File: src/rtl/trace_pkg.sv
// Shared TPIU constants, legal bus-width codes and the 8-halfword frame type.
package trace_pkg;

    localparam logic [31:0] TPIU_SYNC = 32'h7FFF_FFFF;
    localparam logic [15:0] TPIU_PASS = 16'h7FFF;
    localparam int unsigned FRAME_HW  = 8;

    typedef enum logic [3:0] {
        W1 = 4'd1,
        W2 = 4'd2,
        W4 = 4'd4,
        W8 = 4'd8
    } width_t;

    typedef logic [FRAME_HW-1:0][15:0] frame_t;

    function automatic logic width_legal(input logic [3:0] w, input int unsigned maxw);
        return ((w == W1) || (w == W2) || (w == W4) || (w == W8)) && (32'(w) <= maxw);
    endfunction

endpackage

File: src/rtl/trace_sync_detect.sv
// Combinational search for the TPIU full sync at every bit phase of the newest sample.
module trace_sync_detect
    import trace_pkg::*;
#(
    parameter int unsigned HLEN = 39,
    parameter int unsigned MAXP = 8
) (
    input  logic [HLEN-1:0] hist,
    input  logic [4:0]      nbits,
    output logic            hit,
    output logic [3:0]      p
);

    // Ascending scan: the first match is the smallest phase offset.
    always_comb begin
        hit = 1'b0;
        p   = '0;
        for (int unsigned k = 0; k < MAXP; k++) begin
            if (!hit && (k < 32'(nbits)) && (hist[HLEN-1-k -: 32] == TPIU_SYNC)) begin
                hit = 1'b1;
                p   = 4'(k);
            end
        end
    end

endmodule

File: src/rtl/trace_frame_aligner.sv
// TPIU frame aligner: bit-phase sync search, pass-halfword removal, 128-bit frame packing.
// Optional statistics ports are enabled by defining TRACE_FRAME_STATS_EN.
module trace_frame_aligner
    import trace_pkg::*;
#(
    parameter int unsigned MAXWIDTH     = 4,
    parameter int unsigned SYNC_TIMEOUT = 2**26-1
) (
    input  logic                clk,
    input  logic                rst,
    input  logic [MAXWIDTH-1:0] traceDina,
    input  logic [MAXWIDTH-1:0] traceDinb,
    input  logic                traceValid,
    input  logic [3:0]          width,
    output logic [127:0]        PacketOut,
    output logic                PackAvail,
    input  logic                PackAck,
    output logic                sync,
    output logic                overflow
`ifdef TRACE_FRAME_STATS_EN
    ,
    output logic [31:0]         frameCount,
    output logic [15:0]         dropCount,
    output logic [15:0]         resyncCount
`endif
);

    localparam int unsigned HLEN = 32 + 2*MAXWIDTH - 1;
    localparam int unsigned TW   = $clog2(SYNC_TIMEOUT + 1);

    logic [HLEN-1:0] hist, hist_nx;
    logic [3:0]      width_q;
    logic [4:0]      bitcnt, sum, residue, nbits;
    logic [2:0]      hwcnt;
    logic [TW-1:0]   timeout;
    frame_t          frame_acc, frame_nx;
    logic [7:0]      a8, b8;
    logic [15:0]     halfword;
    logic [3:0]      p;
    logic            legal, wchg, run, hit_raw, hit, aligned, extract, keep, done;

    assign a8      = 8'(traceDina);
    assign b8      = 8'(traceDinb);
    assign nbits   = {width, 1'b0};
    assign legal   = width_legal(width, MAXWIDTH);
    assign wchg    = (width != width_q);
    assign run     = traceValid && legal && !wchg;
    assign aligned = sync && (timeout != '0);

    // Newest stream bit lands at the MSB, so every window reads LSB-first upward.
    always_comb begin
        case (width)
            W1:      hist_nx = {b8[0],   a8[0],   hist[HLEN-1:2]};
            W2:      hist_nx = {b8[1:0], a8[1:0], hist[HLEN-1:4]};
            W4:      hist_nx = {b8[3:0], a8[3:0], hist[HLEN-1:8]};
            W8:      hist_nx = {b8,      a8,      hist[HLEN-1:16]};
            default: hist_nx = hist;
        endcase
    end

    trace_sync_detect #(
        .HLEN (HLEN),
        .MAXP (2*MAXWIDTH)
    ) u_sync_detect (
        .hist  (hist_nx),
        .nbits (nbits),
        .hit   (hit_raw),
        .p     (p)
    );

    assign hit      = run && hit_raw;
    assign sum      = bitcnt + nbits;
    assign residue  = sum - 5'd16;
    assign extract  = run && !hit && aligned && (sum >= 5'd16);
    assign halfword = hist_nx[HLEN-1-residue -: 16];
    assign keep     = extract && (halfword != TPIU_PASS);
    assign done     = keep && (hwcnt == 3'd7);

    always_comb begin
        frame_nx        = frame_acc;
        frame_nx[hwcnt] = halfword;
    end

    always_ff @(posedge clk) begin
        overflow <= 1'b0;
        if (rst) begin
            hist      <= '0;
            width_q   <= width;
            bitcnt    <= '0;
            hwcnt     <= '0;
            timeout   <= '0;
            frame_acc <= '0;
            sync      <= 1'b0;
            PacketOut <= '0;
            PackAvail <= 1'b0;
        end else begin
            width_q <= width;
            if (!legal || wchg) begin
                hist    <= '0;
                sync    <= 1'b0;
                timeout <= '0;
                hwcnt   <= '0;
                bitcnt  <= '0;
            end else begin
                if (run)
                    hist <= hist_nx;
                if (hit) begin
                    bitcnt  <= {1'b0, p};
                    hwcnt   <= '0;
                    timeout <= TW'(SYNC_TIMEOUT);
                    sync    <= 1'b1;
                end else begin
                    if (timeout == '0) begin
                        sync  <= 1'b0;
                        hwcnt <= '0;
                    end else begin
                        timeout <= timeout - TW'(1);
                    end
                    if (run && aligned) begin
                        if (extract) begin
                            bitcnt <= residue;
                            if (keep) begin
                                frame_acc[hwcnt] <= halfword;
                                hwcnt            <= hwcnt + 3'd1;
                            end
                        end else begin
                            bitcnt <= sum;
                        end
                    end
                end
            end

            // A completing frame may replace one being acknowledged in the same cycle.
            if (done) begin
                if (!PackAvail || PackAck) begin
                    PacketOut <= frame_nx;
                    PackAvail <= 1'b1;
                end else begin
                    overflow <= 1'b1;
                end
            end else if (PackAvail && PackAck) begin
                PackAvail <= 1'b0;
            end
        end
    end

`ifdef TRACE_FRAME_STATS_EN
    logic [3:0] phase_mask;
    assign phase_mask = 4'(nbits - 5'd1);

    always_ff @(posedge clk) begin
        if (rst) begin
            frameCount  <= '0;
            dropCount   <= '0;
            resyncCount <= '0;
        end else begin
            if (PackAvail && PackAck)
                frameCount <= frameCount + 32'd1;
            if (done && PackAvail && !PackAck && (dropCount != '1))
                dropCount <= dropCount + 16'd1;
            if (hit && (!sync || (p != (bitcnt[3:0] & phase_mask))) && (resyncCount != '1))
                resyncCount <= resyncCount + 16'd1;
        end
    end
`endif

endmodule

File: config.mk
export PLATFORM = sky130hd
export DESIGN_NAME = trace_frame_aligner
export DESIGN_NICKNAME = d
export VERILOG_FILES = /design/src/rtl/trace_pkg.sv /design/src/rtl/trace_sync_detect.sv /design/src/rtl/trace_frame_aligner.sv
export SDC_FILE = /design/constraint.sdc
export NUM_CORES = 1
export LEC_CHECK = 0
export CORE_UTILIZATION = 61
export CTS_BUF_LIST = sky130_fd_sc_hd__clkbuf_4 sky130_fd_sc_hd__clkbuf_8
export DETAILED_ROUTE_END_ITERATION = 8
export GPL_TIMING_DRIVEN = 0
export PLACE_DENSITY = 0.83
export SYNTH_ARGS = -nofsm -noshare
export SYNTH_HDL_FRONTEND = slang
export SYNTH_HIERARCHICAL = 1
export SYNTH_SLANG_ARGS = --single-unit
File: constraint.sdc
create_clock -name clk -period 6.9 [get_ports clk]
set_input_delay 1.38 -clock clk [delete_from_list [all_inputs] [get_ports clk]]
set_output_delay 1.38 -clock clk [all_outputs]
set_load 0.005 [all_outputs]
==> qor.txt, run 1 <==
Pwr/cell area: 196 nW/µm²
Tcrit/Tclk final: 99.7%
Initial antenna violation count: 0
Synth top area cells: dfxtp_1 35%, nand3_1 4.9%, nand2_1 4.6%
Routed WL: 77.9 mm
Post-DP HPWL: 56.0 mm
Post-synth top area share: 34.6%
Vias/cell: 7.10
Sequential area share after synthesis: 34.6%
Die area: 32600 µm²
Switching Share: 28.3%
Max Clock Freq: 145 MHz
Tot GR Track Use: 46.3%
Post-synth ARST share: 0%
Global-route wire length before repair: 118 mm
Power, Total: 4.51 mW
Leakage: 8.03 nW
Residual DRC: 0
Number of synthesized flops with an enable pin: 0
Vias in the first global route: 20514
Drt initial violations: 2835
Sw power: 1.28 mW
# hold bufs at CTS: 0
Via count: 21734
Mapped Area: 19400 µm²
CP startpoint kind: primary input
Final setup viols: 0
Final instance area: 23100 µm²
Global route total overflow: 0
Yosys warns: 6
Wire per inst: 25.4 µm
ANT nets after route: 0
Least-Margin Pin Slew: 1000 ps
Rows: 65
Hold Fails Final Rpt: 0
Type of the most critical hold path: flip-flop to flip-flop
I/O pin count: 147
Fraction of layout cells with a size suffix above 1: 12.6%
Clock slew at reported path FFs: 70 ps
Power share of the clock group: 43.1%
Final hold slack: 457 ps
Arrival time at the worst endpoint: 7410 ps
Setup WS pre-CTS: -1590 ps
Clk_lat worst skew: 630 ps
Core ar.: 31500 µm²
ANT cells: 0
Die Height: 181 µm
Clk_skew: 22.3 ps
Avg Cell Area, Syn: 8.11 µm²
Total CTS buffers: 54
Met2 usage: 73.6%
Clock root buffer: clkbuf_8
Worst Path Required: 7430 ps
Final Wtd Congestion: 0.996
Syn Inst Count: 2398
Met3 Resource Use GR: 9.03%
# clock sinks: 336
Max Cap Violations: 0
Synth Flop Type: dfxtp_1
Largest net degree at the start of global routing: 16
Status: finished, final reports clean
Yosys top cell by area: dfxtp_1
Critical-path maximum fanout: 10
Initial core utilization: 61.8%
Nets: 2644
Sum Neg Setup Slack: 0 ps
Tmin final: 6880 ps
DR pass1 iterations: 5
Area growth, synth to finish: 18.6%
Placed Instance Area: 21500 µm²
H-tree depth: 2
GR Util met1: 57.4%
Crit end category: flip-flop
Clock Tree Buf Depth: 3
Cell internal pwr: 3.23 mW
Crit Path Category: primary input to flip-flop
Max-slew violations: 0
DIE WIDTH: 181 µm
Flops & latches, synth: 336
GRT busiest layer: met2
Gate power share: 13.9%
Synth cell types: 100
Sequential Power Share: 43.1%
TritonCTS clock tree: built
Maximum VDD drop: 0.215 mV
Setup slack after layout: 20.9 ps
IO buf count: 144
Max-slew headroom: 33.0%
==> repair_timing <==
action,4_1_cts,5_1_grt
cloned,0,0
endpoints found under the setup margin,262,254
pin swaps,2,1
buffers inserted,5,11
gates resized for setup,21,42
==> layer usage <==
layer | up-vias | wire (µm)
met4 | 0 | 5630
met5 | - | 0
li1 | 9327 | -
met1 | 10276 | 28700
met3 | 432 | 9040
met2 | 1699 | 34500
==> stage by stage <==
| step | std cells | util [%] |
|---|---|---|
| 2_1_floorplan | 2401 | - |
| 3_3_place_gp | 2947 | 68.0 |
| 3_5_place_dp | 2951 | 68.2 |
| 4_1_cts | 3052 | 72.4 |
| 5_1_grt | 3063 | 73.2 |
| 6_report | 3063 | 73.2 |
==> synth_stat cells, types with 7 or more instances <==
library cell  instances
o31ai_1              11
a2111oi_0            22
xnor2_1              16
nor2_1              169
buf_2                40
buf_4                30
o22ai_1              23
nand3b_1             73
o21ai_0             157
a2111o_1             17
a21o_1                7
mux2_2               14
mux4_2               12
a31oi_1              15
a211oi_1             65
or3_1                24
xor2_1               16
and3b_1              79
o21ai_1              92
ha_1                  7
o31a_1                7
o22a_1                8
o211ai_1             74
nor4_1               11
a21oi_1             142
dfxtp_1             336
mux2i_1              73
nor3_2               24
nor2b_1               8
a211o_1               7
nor3_1               36
clkbuf_1            154
nand3_1             189
inv_1                17
buf_1                 7
nand2_1             237
nand4_1               7
nand2b_1              9
a31oi_2              12
or2_2                 7
o311ai_0             12
and2_1               12
==> flip-flops by register name (all words and copies together) (netlist names) <==
name and flops:
PackAvail 1, PacketOut 128, bitcnt 5, frame_acc 128, hist 39, hwcnt 3, overflow 1, sync 1
timeout 26, width_q 4
==> power groups by stage <==
stage	clock network [mW]	registers [mW]	logic, mW
4_1_cts	1.92	1.94	0.575
5_1_grt	2.02	1.94	0.637
6_report	1.94	1.94	0.625
3_5_place_dp	0	1.99	0.560
2_1_floorplan	0	1.98	0.353
3_3_place_gp	0	1.99	0.551
==> cell type report <==
| cell class | instances | area, µm² |
|---|---|---|
| multi-input combinational | 1809 | 11800 |
| inverter | 20 | 78.8 |
| timing repair buffer | 164 | 1610 |
| clock buffer | 87 | 1120 |
| clock inverter | 10 | 115 |
| buffer | 235 | 1100 |
| fill | 2260 | 8420 |
| tap | 402 | 503 |
| sequential | 336 | 6730 |
==> cells by family (layout without fill, tap and decap cells) <==
kind of cell	after synthesis	in the layout	share of synthesized area (%)
fa+ha+maj	8	8	0.553
compound gates	735	735	25.2
other cells	2	5	0.0386
buf+inv	256	516	5.97
simple gates	927	927	25.9
mux	99	99	5.96
xor+xnor	35	35	1.76
flops	336	336	34.6
==> path summary, 6_finish.rpt <==
path                 start             to  slack, ps  cells after the start
max               width[0]  frame_acc[60]         20                     19
min          PacketOut[39]  PacketOut[39]        460                      2
max reg2reg      bitcnt[1]  frame_acc[60]       1150                     18
min reg2reg  PacketOut[39]  PacketOut[39]        460                      2
==> critical path: stages <==
cell and delay [ps]:
clkdlybuf4s50_1 580, ha_1 420, ha_1 580, clkinvlp_4 330, clkbuf_2 340, clkbuf_2 380, nand2_2 270, o22ai_1 110
nor3_1 390, a21oi_1 190, o21a_1 240, a211oi_2 340, or4b_4 570, o21ai_4 340, buf_6 240, buf_4 240
buf_4 220, nand3_1 100, o21ai_0 150
==> cell usage in the layout, fill, tap and decap left out, types with 16 or more instances in the layout <==
cell type,instances
clkbuf_4,16
and3b_1,79
a2111oi_0,19
nand2_1,236
a21oi_1,142
o211ai_1,74
nor3_2,27
a2111o_1,17
dfxtp_1,336
clkbuf_8,74
nor3_1,33
or3_1,24
a211oi_1,64
buf_4,48
nor2_1,163
buf_2,40
clkdlybuf4s50_1,143
mux2i_1,73
nand3_1,188
o21ai_0,157
xor2_1,16
clkbuf_1,144
inv_1,17
o21ai_1,92
nand3b_1,73
o22ai_1,21
Note: power is estimated with default switching activity, not from simulation.
==> inputs of run 2 (changes only) <==
--- a/config.mk
+++ b/config.mk
@@ -5,11 +5,12 @@
 export SDC_FILE = /design/constraint.sdc
 export NUM_CORES = 1
 export LEC_CHECK = 0
-export CORE_UTILIZATION = 61
+export CORE_UTILIZATION = 65
 export CTS_BUF_LIST = sky130_fd_sc_hd__clkbuf_4 sky130_fd_sc_hd__clkbuf_8
 export DETAILED_ROUTE_END_ITERATION = 8
+export DONT_BUFFER_PORTS = 1
 export GPL_TIMING_DRIVEN = 0
-export PLACE_DENSITY = 0.83
+export PLACE_DENSITY = 0.81
 export SYNTH_ARGS = -nofsm -noshare
 export SYNTH_HDL_FRONTEND = slang
 export SYNTH_HIERARCHICAL = 1
==> run 2 against run 1 <==
The run now ends with DRC left; sequential cell count unchanged; worst setup slack better by 90 ps; non-clock buffer count decreased by 156; sequential power barely moved; clock power barely moved; power decreased by 0.62%; register-to-register slack worse by 560 ps; utilization fell by 0.19 points; critical path type unchanged; largest power group is now clock.
==> qor.txt, run 2 (synthesis gave the netlist of run 1 again) <==
Status: finished with violations
Failing checks: DRC
Routed WL: 77.8 mm
Rows: 62
Power share of the clock group: 43.5%
ANT nets after route: 0
Clk_lat worst skew: 640 ps
Sw power: 1.28 mW
Switching Share: 28.5%
H-tree depth: 2
Max Cap Violations: 0
Most frequent cells in the layout: 336 x dfxtp_1, 237 x nand2_1, 189 x nand3_1
CP startpoint kind: primary input
Setup slack after layout: 111 ps
Most common cell after layout, fill and taps aside: dfxtp_1
Worst Hold Launch: PacketOut[106]
IO buf count: 0
Die Height: 175 µm
Largest regs: PacketOut (128), frame_acc (128), hist (39)
Tmin final: 6790 ps
Clock Tree Buf Depth: 3
Least-Margin Pin Slew: 1310 ps
Arrival time at the worst endpoint: 7340 ps
Pwr/cell area: 211 nW/µm²
Hold Fails Final Rpt: 0
Crit end category: flip-flop
Fraction of layout cells with a size suffix above 1: 11.5%
Max-slew headroom: 12.1%
Vias in the first global route: 20562
Residual DRC: 1
Max-slew violations: 0
Sequential Power Share: 43.3%
Maximum VDD drop: 0.150 mV
Post-DP HPWL: 54.4 mm
Crit path launch: width[1]
TritonCTS clock tree: built
Via count: 21268
Initial core utilization: 66.8%
Hold Crit Depth: 2
Final setup viols: 0
Cell internal pwr: 3.20 mW
Reg2reg setup slack: 590 ps
Initial antenna violation count: 1
Path depth of the worst reg2reg path: 17
Final Wtd Congestion: 1.08
Clock root buffer: clkbuf_8
RSZ-0062 raised after global routing: false
Area growth, synth to finish: 9.32%
ANT cells: 0
Tot GR Track Use: 49.5%
Setup WS pre-CTS: -578 ps
Die area: 30600 µm²
Max Clock Freq: 147 MHz
Type of the most critical hold path: flip-flop to flip-flop
Core ar.: 29100 µm²
# clock sinks: 336
Crit Path Category: primary input to flip-flop
Layout Cells excl Fill: 2887
Worst Path Required: 7450 ps
Leakage: 7.39 nW
I/O pin count: 147
Clk_skew: 31.6 ps
Clock slew at reported path FFs: 70 ps
Gate power share: 13.2%
Tcrit/Tclk final: 98.4%
DIE WIDTH: 175 µm
Global-route wire length before repair: 118 mm
Vias/cell: 7.37
Critical-path maximum fanout: 10
Worst r2r src: bitcnt[1]
Drt initial violations: 3161
Nets: 2487
Largest net degree at the start of global routing: 17
# hold bufs at CTS: 0
Wire per inst: 27.0 µm
Total CTS buffers: 53
Placed Cells: 2790
DR pass1 iterations: 9
Global route total overflow: 0
[run 2: changes by cell type in the layout (fill, tap and decap cells not counted), sizes merged]
cell,change
dlymetal6s2s,-1
inv,+1
bufinv,+2
clkbuf,-7
buf,-13
clkdlybuf4s50,-143
clkinv,+3
[run 2: final cells by class]
cell class | count | area (µm²)
fillers | 2116 | 7840
inverters | 20 | 75.1
clock inverters | 16 | 210
flip-flops and latches | 336 | 6730
clock buffers | 79 | 1010
repair buffers | 7 | 56.3
plain buffers | 236 | 1090
multi-input cells | 1809 | 11600
well taps | 384 | 480
[run 2: worst paths after layout]
check                                      end
worst max-delay path             PacketOut[82]
worst min-delay path            PacketOut[106]
worst max register to register   PacketOut[34]
worst min register to register  PacketOut[106]
[run 2: per-stage QoR]
stage | total power [mW] | hold slack [ps] | TNS (ps) | instance area, µm² | utilization [%]
floorplan | 2.34 | 437 | 0 | 19500 | -
global placement | 2.52 | 446 | -233420 | 19900 | 68.5
detailed placement | 2.53 | 461 | -117130 | 20000 | 68.7
CTS | 4.42 | 472 | 0 | 21200 | 72.9
global route | 4.56 | 491 | 0 | 21300 | 73.1
finish | 4.48 | 469 | 0 | 21300 | 73.1
[run 2: routing by layer]
layer | track usage [%] | share of wire (%) | wire length, µm | vias up
met5 | 0 | 0 | 0 | -
met4 | 36.3 | 8.4 | 6520 | 0
met3 | 13.6 | 13 | 10200 | 521
met2 | 76.4 | 43 | 33400 | 1838
met1 | 59.0 | 35 | 27600 | 9900
li1 | - | - | - | 9009
[run 2: power by group through the flow]
stage                     logic, mW  clock network, mW  registers [mW]
final                         0.591               1.95            1.94
after CTS                     0.547               1.93            1.94
after floorplan               0.353                  0            1.98
after global routing          0.597               2.03            1.94
after detailed placement      0.542                  0            1.99
after global placement        0.533                  0            1.99
[run 2: timing repair]
action                     in CTS  in global routing
setup endpoints to repair       0                253
setup buffers                   0                  2
gates resized for setup         0                  8
[run 2: worst max-delay path, stage by stage]
cell and delay (ps):
buf_4 170, xor2_2 450, clkbuf_1 520, a2111oi_0 300
a31oi_2 860, mux2_2 320, o221ai_1 220, o31ai_1 360
o22a_1 200, clkbuf_1 490, nand4b_1 160, or4b_4 570
o2111ai_4 550, buf_6 290, buf_4 210, a211oi_1 80
nor3_2 190
